--- src/rtl/csa_wide_add_seq.sv ---
// Word-serial WORDS*W-bit adder sequencer driving one external W-bit adder, LSW first.
// Optional subtract mode (in_sub port) is enabled by defining CSA_WIDE_SUB_EN.
module csa_wide_add_seq #(
    parameter int W     = 32,
    parameter int WORDS = 4
) (
    input  logic                 clk,
    input  logic                 rst,
    input  logic                 in_valid,
    output logic                 in_ready,
    input  logic [W*WORDS-1:0]   in_a,
    input  logic [W*WORDS-1:0]   in_b,
    input  logic                 in_cin,
`ifdef CSA_WIDE_SUB_EN
    input  logic                 in_sub,
`endif
    output logic [W-1:0]         adder_a,
    output logic [W-1:0]         adder_b,
    output logic                 adder_cin,
    input  logic [W-1:0]         adder_sum,
    input  logic                 adder_cout,
    output logic                 out_valid,
    input  logic                 out_ready,
    output logic [W*WORDS-1:0]   out_sum,
    output logic                 out_cout,
    output logic                 out_of,
    output logic                 busy
);

    localparam int IW = (WORDS > 1) ? $clog2(WORDS) : 1;
    localparam logic [IW-1:0] LAST = IW'(WORDS - 1);

    typedef enum logic [1:0] {
        IDLE,
        RUN,
        DONE
    } state_t;

    state_t state_q, state_d;

    logic [WORDS-1:0][W-1:0] a_q;
    logic [WORDS-1:0][W-1:0] b_q;     // holds Beff, so overflow uses the effective operand
    logic [WORDS-1:0][W-1:0] sum_q;
    logic [IW-1:0]           idx_q;
    logic                    carry_q;
    logic                    cout_q;
    logic                    of_q;

    logic [W*WORDS-1:0]      b_eff_in;
    logic                    cin_eff_in;

`ifdef CSA_WIDE_SUB_EN
    // Subtraction is A + ~B + 1; in_cin is ignored in that mode.
    assign b_eff_in   = in_sub ? ~in_b : in_b;
    assign cin_eff_in = in_sub ? 1'b1 : in_cin;
`else
    assign b_eff_in   = in_b;
    assign cin_eff_in = in_cin;
`endif

    always_ff @(posedge clk) begin
        if (rst) state_q <= IDLE;
        else     state_q <= state_d;
    end

    // NOTE: state_d gets a default before the case so no path leaves it unassigned (no latch).
    always_comb begin
        state_d = state_q;
        unique case (state_q)
            IDLE: if (in_valid)        state_d = RUN;
            RUN:  if (idx_q == LAST)   state_d = DONE;
            DONE: if (out_ready)       state_d = IDLE;
            default:                   state_d = IDLE;
        endcase
    end

    assign in_ready  = (state_q == IDLE);
    assign busy      = (state_q == RUN);
    assign out_valid = (state_q == DONE);
    assign adder_a   = busy ? a_q[idx_q] : '0;
    assign adder_b   = busy ? b_q[idx_q] : '0;
    assign adder_cin = busy ? carry_q    : 1'b0;
    assign out_sum   = sum_q;
    assign out_cout  = cout_q;
    assign out_of    = of_q;

    // NOTE: sequential state uses non-blocking assignments so every register samples pre-edge values.
    always_ff @(posedge clk) begin
        if (rst) begin
            a_q     <= '0;
            b_q     <= '0;
            sum_q   <= '0;
            idx_q   <= '0;
            carry_q <= 1'b0;
            cout_q  <= 1'b0;
            of_q    <= 1'b0;
        end else begin
            unique case (state_q)
                IDLE: begin
                    if (in_valid) begin
                        a_q     <= in_a;
                        b_q     <= b_eff_in;
                        carry_q <= cin_eff_in;
                        idx_q   <= '0;
                        sum_q   <= '0;
                        cout_q  <= 1'b0;
                        of_q    <= 1'b0;
                    end
                end
                RUN: begin
                    sum_q[idx_q] <= adder_sum;
                    carry_q      <= adder_cout;
                    if (idx_q == LAST) begin
                        idx_q  <= '0;
                        cout_q <= adder_cout;
                        of_q   <= (a_q[LAST][W-1] == b_q[LAST][W-1]) &&
                                  (adder_sum[W-1] != a_q[LAST][W-1]);
                    end else begin
                        idx_q <= idx_q + 1'b1;
                    end
                end
                default: ;
            endcase
        end
    end

endmodule
--- config.mk ---
export PLATFORM = sky130hd
export DESIGN_NAME = csa_wide_add_seq
export DESIGN_NICKNAME = d
export VERILOG_FILES = /design/src/rtl/csa_wide_add_seq.sv
export SDC_FILE = /design/constraint.sdc
export NUM_CORES = 1
export LEC_CHECK = 0
export ABC_AREA = 1
export BUFFER_PORTS_ARGS = -buffer_cell sky130_fd_sc_hd__buf_2
export CORE_AREA = 2 2 189 191
export DETAILED_ROUTE_END_ITERATION = 10
export DIE_AREA = 0 0 191 193
export PLACE_DENSITY_LB_ADDON = 0.15
export SLEW_MARGIN = 20
export SYNTH_ARGS = -nofsm -noshare
export SYNTH_HDL_FRONTEND = slang
export SYNTH_SLANG_ARGS = --single-unit
--- constraint.sdc ---
create_clock -name clk -period 2.1 [get_ports clk]
set_clock_uncertainty 0.15 [all_clocks]
set_input_delay 0.42 -clock clk [delete_from_list [all_inputs] [get_ports clk]]
set_output_delay 0.42 -clock clk [all_outputs]
set_load 0.02 [all_outputs]
**Yosys cells after proc, flatten, opt, wreduce, memory -nomap -nowiden**

Index checks and enable logic that the tools add are counted.

- Bits in latches: 0
- Input bits: 294
- Output and inout port bits: 198
- Register bits: 391
- Logic and storage cells: 62
- ROM bits: 0
- Memories: 0
- RAM bits: 0

- Multipliers: 0
- Bitwise gates (word level): 0
- Equality and inequality tests: 8
- Mux-type cells: 26
- Shift-type cells: 0
- Reductions and logical operators: 8
- Add/subtract/negate cells: 1
- $lt $le $gt $ge: 2
- Divide/modulo/power cells: 0

Operators by type and width:

| kind | number |
|---|---|
| one-hot mux 128 bit (2 select lines) | 1 |
| 2-to-1 mux 32 bit | 5 |
| binary-select mux 32 bit (select 2 bit) | 2 |
| bitwise mux 128 bit | 1 |
| 2-to-1 mux 128 bit | 1 |
| demux 32 bit (select 2 bit) | 1 |
| 2-to-1 mux 2 bit | 5 |
| one-hot mux 1 bit (2 select lines) | 3 |
| one-hot mux 2 bit (3 select lines) | 1 |
| AND reduction 3 bit | 2 |
| 2-to-1 mux 1 bit | 5 |
| == test 2 bit, second input constant | 2 |
| != test 2 x 1 -> 1 bit, second input constant | 2 |
| one-hot mux 2 bit (2 select lines) | 1 |
| AND reduction 2 bit | 2 |
| less-than comparator 2 x 3 -> 1 bit, second input constant | 1 |
| adder 2 x 1 -> 2 bit, second input constant | 1 |
| == test 2 x 1 -> 1 bit, second input constant | 1 |
| greater-or-equal comparator 2 x 1 -> 1 bit, second input constant | 1 |
| logical AND 1 bit | 2 |
| zero test 2 bit | 1 |
| != test 2 bit, second input constant | 1 |
| nonzero test 2 bit | 1 |
| == test 1 bit | 1 |
| != test 1 bit | 1 |

**Depth between registers and ports, before layout**

- Word-level depth: 6
- Gate-level depth with buffers: 10
- Depth with buffers taken out: 7

**Least setup slack after synthesis**

No wires, ideal clock.

- Kind: register to output
- Start point: register idx_q[1]
- End point: output adder_a[31]
- Path buffers: 3
- Arrival: 1.524 ns
- Path slack: 0.006 ns
- Data required time: 1.530 ns
- Cell stages (with the launch flop): 6
- Path through: dfxtp_1 -> clkbuf_1 -> buf_2 -> clkbuf_1 -> o211ai_1 -> a21oi_1

- Cells in the longest elaborated chain, start to end: 3

Ends and longest elaborated chain:

| element | RTL line | RTL |
|---|---|---|
| start: declaration | 44 | `logic [IW-1:0] idx_q;` |
| start signal: assignment | 119 | `idx_q <= idx_q + 1'b1;` |
| binary-select mux 32 bit (select 2 bit) | 80 | `assign adder_a = busy ? a_q[idx_q] : '0;` |
| 2-to-1 mux 32 bit (implied by the code) | 80 |  |
| 2-to-1 mux 32 bit | 80 |  |
| end: declaration | 17 | `output logic [W-1:0] adder_a,` |

Every way passes these cells. The select of a mux whose other input is x is not followed.

**Worst setup path in the final report**

- Start point: register idx_q[0]
- End point: output adder_a[22]

The elaborated chain is that of the path after synthesis.

==> results by group <==
Cells and area
  – Combined area of the multi-input logic cells: 0.00760 mm^2
  – Sequential cell area: 0.00784 mm^2
  – Finished Core Util: 67.0%
  – Share of layout cells above drive strength 1: 24.0%
  – Final nets: 3216
  – Area Overhead vs Synth: 44.5%
  – Fillers: 3008

Detailed routing
  – Total routed wirelength: ~63000 um
  – Final routed DRC violation total: 0
  – Iter 0 DRT Violations: 1414
  – Via Count: 18200
  – Vias per cell: ~5.3
  – DR WL/cell: roughly 18 um
  – Antenna Nets Post-Route: 0
  – First-pass DRT Iterations: 5

Floorplan
  – Die W: 191 um
  – Total core area: 0.0350 mm^2
  – Die area: 0.0369 mm^2
  – Die Ht: 193 um
  – I/O pin cnt: 492
  – Initial Util: 46.3%
  – # rows: 69

Yosys
  – Cells after synthesis: 2311
  – Count leader, synth: nor2_1
  – Synth cell count leaders: nor2_1 (835), dfxtp_1 (391), o21ai_0 (386)
  – Leading area contributor after synthesis: dfxtp_1
  – Synth warnings: 0
  – Synth Cell Area: 0.0162 mm^2
  – EDFF count, synth: 0
  – Register area share after synthesis: between 40 and 50%
  – Syn_nets: 2610
  – Yosys cell types: 24
  – Share of synthesized registers carrying an async set or reset: 0%
  – Area fraction of the dominant cell type after synthesis: around half
  – Mean post-synth cell area: 7.01 um^2
  – Main synth FF type: dfxtp_1
  – Top cells by area in the synthesized netlist: dfxtp_1 (48%), nor2_1 (19%), o21ai_0 (12%), a21oi_1 (5.1%), nand2_1 (4.8%)
  – FF+latch count, synth: 391

Worst setup path
  – Critical path class: register to output pin
  – Worst path cell trace: buf_8, inv_12, clkbuf_16, o21ai_0, a21oi_1, buf_4
  – Worst Path Required: about 1500 ps
  – Startpoint Class: register
  – Critical Path Max Stage Delay: about 360 ps
  – Setup crit end kind: output pin
  – CP Buf/Inv Count: 4
  – Crit path max fanout: 12
  – Slowest cell on crit path: dfxtp_4
  – Top delay family on crit path: buffers and inverters
  – CP Data Arrival Time: 2010 ps

Place
  – Placement Setup Slack: 79.8 ps
  – Port Buffer Count: between 400 and 500
  – Post-DP HPWL: 37900 um
  – Placer congestion estimate: roughly 0.96

Clocking
  – Total CTS buffers: 43
  – CTS Sinks: 391
  – Clock latency on the worst-skew pair: between 500 and 600 ps
  – Clock slew at reported path FFs: roughly 60 ps
  – Root buf cell: clkbuf_16
  – Maximum clock path buffer count: 3
  – TritonCTS clock tree: done
  – H-tree Lvls: 2

Global route
  – Total gr overflow: 0
  – Initial antenna violation count: 11
  – Largest net degree at the start of global routing: roughly 110
  – Total Routing Usage GR: 31.0%
  – First-pass GRT wire length: 90500 um
  – Vias in the first global route: roughly 17000

Timing
  – Final worst slack: -484 ps
  – Final hold slack: 5.56 ps
  – Slew @ Worst Pin: 511 ps
  – Fmax: a little under 0.4 GHz
  – Min Tclk post-route: 2580 ps
  – Finish-stage setup viols: between 60 and 70
  – Slew headroom: about two thirds
  – RSZ-0062 raised after global routing: yes
  – Max-slew violations: 0
  – Hold Vio Cnt, Final: 0
  – Final period util: 123%

Run status
  – Violated checks: negative setup slack
  – Outcome: finished with violations

Power
  – Leak Pwr: 10.3 nW
  – Peak VDD IR: 0.606 mV
  – Power Density: 894 mW/mm^2

Run
  – # Max-Cap Violations: 0

Min path
  – Hold Path Class: input port to register
-- metrics by stage --
step	setup TNS [ps]	cells	instance area [um^2]	power, W
finish	-23040	3417	23400	0.0209
global route	-25930	3416	23400	0.0218
CTS	-23110	3396	23000	0.0207
detailed placement	0	3134	19100	0.0123
global placement	0	3134	19100	0.0122
floorplan	0	2311	16200	0.0109
-- tightest hold or removal path: cells and delay by family --
kind                   cells  cell delay [ps]
AOI/OAI and AO/OA          1               90
buffers and inverters      1               70
and+or+nand+nor            1               90
-- kinds of logic (layout without fill, tap and decap cells) --
group	after synthesis	count (layout)	synth area share, %
AOI/OAI and AO/OA	557	557	17.3
adders and majority gates	5	5	0.386
other	0	11	0
buffers and inverters	209	843	6.22
and+or+nand+nor	1149	1149	27.8
DFF	391	391	48.3
-- flip-flops by register name, indices dropped and copies added (netlist names) --
signal and cells:
out_sum 128, out_of 1, out_cout 1, b_q 128, carry_q 1, state_q 2
a_q 128, idx_q 2
-- layer usage --
metal	track usage, %	vias to the layer above	part of all wire [%]
met2	52.1	939	46
met3	4.56	157	8.4
met5	0	-	0
li1	-	8704	-
met4	14.9	0	4.6
met1	39.2	8380	41
-- layout by cell type, fill, tap and decap left out, types with 2 or more instances in the layout --
master         netlist  routed
o21ai_2              0      11
ha_1                 5       5
dfxtp_4              0       2
buf_2               70     427
o21ai_1              0      69
nor2_1             835     815
buf_16               0       7
clkinvlp_4           0       2
bufbuf_16            0       2
clkbuf_1            83       7
buf_6               11      11
o21ai_0            386     305
buf_12               0      33
a21oi_2              0      13
bufinv_16            0       5
a21oi_1            166     151
clkbuf_16            0      53
o211ai_1             2       2
inv_6                0       3
inv_4                0       2
nand2_1            206     204
inv_2                9       4
nand3_1             99      99
nor2_2               1      12
buf_8                0       3
dlygate4sd3_1        0     175
a21oi_4              0       2
diode_2              0      11
buf_4               14      82
clkbuf_8             0       8
clkinv_2             0       5
dfxtp_1            391     388
nor2_4               1      10
nand2_4              4       4
inv_1               13      12
-- path summary, 6_finish.rpt --
check | start | to | slack (ps) | cells after the start
min | in_a[57] | a_q[57] | 6 | 3
min reg2reg | out_sum[58] | out_sum[58] | 330 | 2
max | idx_q[0] | adder_a[22] | -480 | 6
max reg2reg | idx_q[0] | out_sum[26] | 60 | 9
-- power breakdown --
part / switching, W / internal, W / leakage, nW
combinational: 0.00276 / 0.00185 / 6.32
sequential: 0.000366 / 0.00809 / 3.22
clock: 0.00308 / 0.00479 / 0.715
total: 0.00620 / 0.0147 / 10.3
-- final cells by class --
type,instances,share of cell area [%]
sequential,391,33.5
multi-input combinational,1711,32.5
timing repair buffer,748,24.7
clock buffer,60,5.39
tap,461,2.46
clock inverter,13,0.850
inverter,22,0.502
antenna,11,0.118
-- timing repair --
action	in CTS	in global routing
endpoints found under the setup margin	67	94
cloned	7	11
endpoints found under the hold margin	183	0
hold buffers	175	0
buffers inserted	7	0
gates resized for setup	158	92
pin swaps	15	30
Power figures use the tool's default switching activity.
